**config.mk**
```make
export PLATFORM = sky130hd
export DESIGN_NAME = ahb_sram_slave
export DESIGN_NICKNAME = d
export VERILOG_FILES = /design/src/rtl/ahb_sram_slave.sv
export SDC_FILE = /design/constraint.sdc
export NUM_CORES = 1
export LEC_CHECK = 0
export CORE_AREA = 5 5 137 139
export CTS_CLUSTER_DIAMETER = 120
export DETAILED_ROUTE_END_ITERATION = 8
export DIE_AREA = 0 0 142 144
export PLACE_DENSITY = 0.73
export SETUP_SLACK_MARGIN = 0.4
export SLEW_MARGIN = 25
export SYNTH_ARGS = -nofsm -noshare
export SYNTH_HDL_FRONTEND = slang
export SYNTH_SLANG_ARGS = --single-unit
```
**constraint.sdc**
```tcl
create_clock -name clk -period 4 [get_ports clk]
set_clock_uncertainty 0.2 [all_clocks]
set_input_delay 0.8 -clock clk [delete_from_list [all_inputs] [get_ports clk]]
set_output_delay 0.8 -clock clk [all_outputs]
set_load 0.02 [all_outputs]
```
**src/rtl/ahb_sram_slave.sv**
```systemverilog
// rtl/ahb_sram_slave.sv - AHB-Lite slave bridging to a single-port 64-bit SRAM macro
module ahb_sram_slave #(
    parameter logic [63:0] BASE_ADDR = 64'h0000_0000_8000_0000,
    parameter int          MEM_AW    = 14
) (
    input  logic              clk,
    input  logic              rst,
    input  logic              hsel,
    input  logic [63:0]       haddr,
    input  logic [1:0]        htrans,
    input  logic              hwrite,
    input  logic [2:0]        hsize,
    input  logic [2:0]        hburst,
    input  logic [3:0]        hprot,
    input  logic              hmastlock,
    input  logic [63:0]       hwdata,
    input  logic              hready_in,
    output logic              hready,
    output logic              hresp,
    output logic [63:0]       hrdata,
    output logic              sram_ce,
    output logic              sram_we,
    output logic [MEM_AW-1:0] sram_addr,
    output logic [7:0]        sram_wmask,
    output logic [63:0]       sram_wdata,
    input  logic [63:0]       sram_rdata
);

    localparam int WIN_LSB = MEM_AW + 3;

    typedef enum logic [2:0] {
        S_IDLE,
        S_WR,
        S_RD1,
        S_RD2,
        S_ERR1,
        S_ERR2
    } state_t;

    state_t              state;
    state_t              state_nx;
    logic [WIN_LSB-1:0]  addr_q;
    logic                write_q;
    logic [2:0]          size_q;
    logic [63:0]         rdata_q;
    logic                accept;
    logic                misaligned;
    logic                out_of_window;
    logic                bad_xfer;
    logic [7:0]          lane_mask;

    // Burst type, protection and lock carry no meaning for a plain SRAM.
    logic unused_ok;
    assign unused_ok = &{1'b0, hburst, hprot, hmastlock};

    // Only the waitless states can take a new address phase; RD1/ERR1 stall the bus.
    assign hready = !(state == S_RD1 || state == S_ERR1);
    assign hresp  = (state == S_ERR1 || state == S_ERR2);
    assign accept = hsel && hready_in && htrans[1] && hready;

    // Classify the address phase: bad size, misaligned, or outside the SRAM window.
    always_comb begin
        misaligned = 1'b0;
        case (hsize)
            3'd0:    misaligned = 1'b0;
            3'd1:    misaligned = haddr[0];
            3'd2:    misaligned = |haddr[1:0];
            3'd3:    misaligned = |haddr[2:0];
            default: misaligned = 1'b1;
        endcase
        out_of_window = (haddr[63:WIN_LSB] != BASE_ADDR[63:WIN_LSB]);
        bad_xfer      = misaligned || out_of_window;
    end

    // Next-state: a fresh acceptance always wins, otherwise wait states advance and all else idles.
    always_comb begin
        state_nx = S_IDLE;
        if (accept) begin
            if (bad_xfer)     state_nx = S_ERR1;
            else if (hwrite)  state_nx = S_WR;
            else              state_nx = S_RD1;
        end else begin
            case (state)
                S_RD1:   state_nx = S_RD2;
                S_ERR1:  state_nx = S_ERR2;
                default: state_nx = S_IDLE;
            endcase
        end
    end

    // State register, address-phase capture and read-data hold register.
    always_ff @(posedge clk) begin
        if (rst) begin
            state   <= S_IDLE;
            addr_q  <= '0;
            write_q <= 1'b0;
            size_q  <= 3'd0;
            rdata_q <= 64'd0;
        end else begin
            state <= state_nx;
            if (accept) begin
                addr_q  <= haddr[WIN_LSB-1:0];
                write_q <= hwrite;
                size_q  <= hsize;
            end
            if (state == S_RD2) begin
                rdata_q <= sram_rdata;
            end
        end
    end

    // Little-endian lane enables before shifting to the byte offset.
    always_comb begin
        case (size_q)
            3'd0:    lane_mask = 8'h01;
            3'd1:    lane_mask = 8'h03;
            3'd2:    lane_mask = 8'h0F;
            default: lane_mask = 8'hFF;
        endcase
    end

    // SRAM is only touched in the data phase; reset suppresses any access on that edge.
    always_comb begin
        sram_ce    = !rst && ((state == S_WR && write_q) || (state == S_RD1 && !write_q));
        sram_we    = !rst && (state == S_WR);
        sram_wmask = (!rst && state == S_WR) ? (lane_mask << addr_q[2:0]) : 8'h00;
        sram_addr  = addr_q[WIN_LSB-1:3];
        sram_wdata = hwdata;
        hrdata     = (state == S_RD2) ? sram_rdata : rdata_q;
    end

endmodule

```
==> results by group <==
Clock network
  • Root cell of the clock tree: clkbuf_16
  • Clock transition at path regs: ~0.060 ns
  • Setup repair bufs after CTS: 0
  • TritonCTS Sinks: 88
  • Clock H-tree levels: 3
  • Cts hold-fix bufs: 0
  • CTS tree: done
  • Clock Latency Late Sink: between 0.3 and 0.4 ns
  • CTS Buf Count: 9
  • Post-CTS sizing: 0
  • Clk buf depth: 2

Logic synthesis
  • Seq/Total Area, Yosys: slightly below 40%
  • Post-Syn Area: roughly 0.0046 sq mm
  • Main combinational cell family by area after synthesis: multiplexers
  • Async S/R FF share, synth: 0%
  • Post-Synthesis Cells: between 400 and 500
  • Synth warnings: 0
  • Post-synth EDFFs: 0
  • Post-synthesis mux area share: ~25%
  • Synth Area in Adders: 0%
  • Xor-xnor portion of the synthesized cell area: less than 1%
  • Syn nets: about 640
  • Post-synthesis cell type count: 36
  • Post-synthesis compound-gate area fraction: 3.80%
  • Ys flop type: dfxtp_1
  • #FFs+latches synth: approximately 90
  • Synthesized area per cell: about 11 sq um
  • Post-synthesis simple-gate area fraction: roughly 15%

STA
  • Final setup violation count: 0
  • Final Cycle Share: 87.1%
  • RSZ-0062 raised after global routing: no
  • Worst-Margin Slew: 0.996 ns
  • Post-route minimum period: between 3 and 4 ns
  • Final slew viol count: 0
  • Fin Setup TNS: 0 ns
  • Max-Slew Margin vs Limit: around 34%
  • Max Fclk: 287 MHz
  • Fin. Hold Viols: 0

Min path
  • Hold-critical path depth: 2
  • Hold path endpoint: addr_q[9]$_SDFFE_PP0P_
  • HP Start: addr_q[9]$_SDFFE_PP0P_
  • Min-delay worst type: reg2reg

Route
  • DRC violations left: 0
  • Vias: about 3,400
  • Drt first pass iters: 4
  • Antenna violation net count after detailed routing: 0
  • Routed len/inst: approximately 15 um
  • Final wirelength: between 10 and 15 mm
  • DR iter-0 viols: between 50 and 60
  • Vias/cell: ~4.2

Finish
  • Antenna Cells: 0
  • Filler cell count: 1,755
  • Commonest non-fill, non-tap cell in the layout: clkdlybuf4s50_1
  • P&R area growth vs syn: 47.3%
  • Layout cells sized above 1: 15.7%
  • Most frequent cells in the layout: clkdlybuf4s50_1, dfxtp_1, nor2b_1
  • Nets: 780

Die
  • Die width: ~140 um
  • Io pins: approximately 360
  • Std-Cell Rows: slightly below 50
  • Starting Density: a little over a quarter
  • Core ar.: ~0.018 sq mm
  • Die footprint: slightly above 0.02 sq mm
  • Die Ht: about 140 um

Place
  • Post-DP HPWL: ~9 mm
  • PortBufs: ~230
  • Global placer's final weighted congestion: between 0.7 and 0.8

Critical path
  • R2R cell count: 4
  • WS Path Type: in2out
  • Critical Path End Type: output port
  • Crit-path max FO: 6
  • R2R Path End: rdata_q[28]$_SDFF_PP0_
  • Flop-to-flop setup slack: 2.09 ns
  • Crit path cell chain: buf_4, nor2_1, nand2_1, or2_2, nor3_1, clkdlybuf4s50_1
  • Req. time, crit path: 3.00 ns
  • Worst reg2reg startpoint: state[2]$_SDFF_PP0_
  • WP data arrival: roughly 2.5 ns
  • Crit path max-delay cell type: clkdlybuf4s50_1
  • CP Launch Type: input port
  • Max incr delay on CP: 0.67 ns

Run
  • Max-capacitance violation count: 0

Pwr
  • Power Dens Cells: around 290 mW/mm^2
  • Peak VDD IR: between 0.15 and 0.2 mV
  • Leakage: about 2.8 nW
  • Total Power: 1.95 mW

Global routing
  • Number of global-route vias before repair: roughly 3,600
  • Pin count of the biggest net entering global routing: 91
  • Total gr overflow: 0
  • Global-route wire length before repair: about 19 mm
  • GRT Resource Usage Total: about an eighth
  • Antenna violations before repair: 0

Status
  • Status: finished clean
-- worst max path at each step --
stage	from	to	slack [ns]
6_report	rst	sram_wmask[0]	0.51
5_1_grt	rst	sram_wmask[0]	0.42
4_1_cts	rst	sram_wmask[0]	0.51
3_5_place_dp	rst	sram_wmask[0]	0.51
3_3_place_gp	rst	sram_wmask[0]	0.52
2_1_floorplan	rst	sram_wmask[1]	1.08
-- per-stage QoR --
| stage | hold WS, ns | setup WS [ns] | std cells | utilization [%] | instance area [sq um] |
|---|---|---|---|---|---|
| 3_3_place_gp | 0.273 | 0.524 | 788 | 36.8 | 6450 |
| 2_1_floorplan | 0.265 | 1.08 | 429 | - | 4580 |
| 3_5_place_dp | 0.286 | 0.509 | 788 | 36.8 | 6450 |
| 5_1_grt | 0.336 | 0.423 | 803 | 38.4 | 6740 |
| 6_report | 0.292 | 0.514 | 803 | 38.4 | 6740 |
| 4_1_cts | 0.301 | 0.508 | 803 | 38.4 | 6740 |
-- registers in the layout (all words and copies together), names as in the netlist --
register  cells
state         3
write_q       1
size_q        3
rdata_q      64
addr_q       17
-- routing by layer --
| metal | up-vias | part of all wire (%) | global-route usage, % |
|---|---|---|---|
| met5 | - | 0 | 0 |
| met2 | 167 | 45 | 18.5 |
| met1 | 1540 | 38 | 12.4 |
| met3 | 45 | 12 | 6.35 |
| met4 | 0 | 4.3 | 6.26 |
| li1 | 1644 | - | - |
-- cells in the mapped netlist, drive strengths merged, types with 2 or more instances --
| cell type | count | area [sq um] |
|---|---|---|
| nor3 | 3 | 15.0 |
| buf | 93 | 713 |
| nand3 | 2 | 10.0 |
| o21ai | 3 | 15.0 |
| a221oi | 3 | 26.3 |
| o31ai | 2 | 15.0 |
| nor2b | 67 | 419 |
| mux2 | 64 | 946 |
| mux2i | 22 | 220 |
| nor4 | 12 | 81.3 |
| nand4 | 2 | 12.5 |
| o32ai | 2 | 17.5 |
| nand2 | 4 | 15.0 |
| or2 | 2 | 12.5 |
| nor3b | 2 | 15.0 |
| nor2 | 28 | 105 |
| inv | 3 | 11.3 |
| dfxtp | 88 | 1760 |
| clkbuf | 9 | 33.8 |
| o2bb2ai | 2 | 17.5 |
| a21oi | 5 | 25.0 |
-- cells by family (layout without fill, tap and decap cells) --
kind of cell / count (synthesis) / in the layout
buf+inv: 105 / 250
mux: 86 / 86
xor+xnor: 1 / 1
simple gates: 125 / 125
flops: 88 / 88
compound gates: 24 / 24
-- power by group --
part / leakage, nW / internal (mW) / switching (mW)
Clock: 0.142 / 0.485 / 0.366
Combinational: 1.94 / 0.144 / 0.0627
Sequential: 0.710 / 0.884 / 0.00889
Total: 2.79 / 1.51 / 0.438
-- worst max-delay path, delay by kind of cell --
kind	cells	cell delay [ns]
and+or+nand+nor	4	0.91
buffers and inverters	2	0.79
-- cell type report --
class                   instances  area (sq um)  share of cell area (%)
well taps                     229           287                    4.25
clock buffers                   9           225                    3.34
multi-input cells             236          2060                    30.5
repair buffers                232          2330                    34.6
clock inverters                 6          68.8                    1.02
inverters                       3          11.3                   0.167
flip-flops and latches         88          1760                    26.1
(Power assumes the default switching activity.)
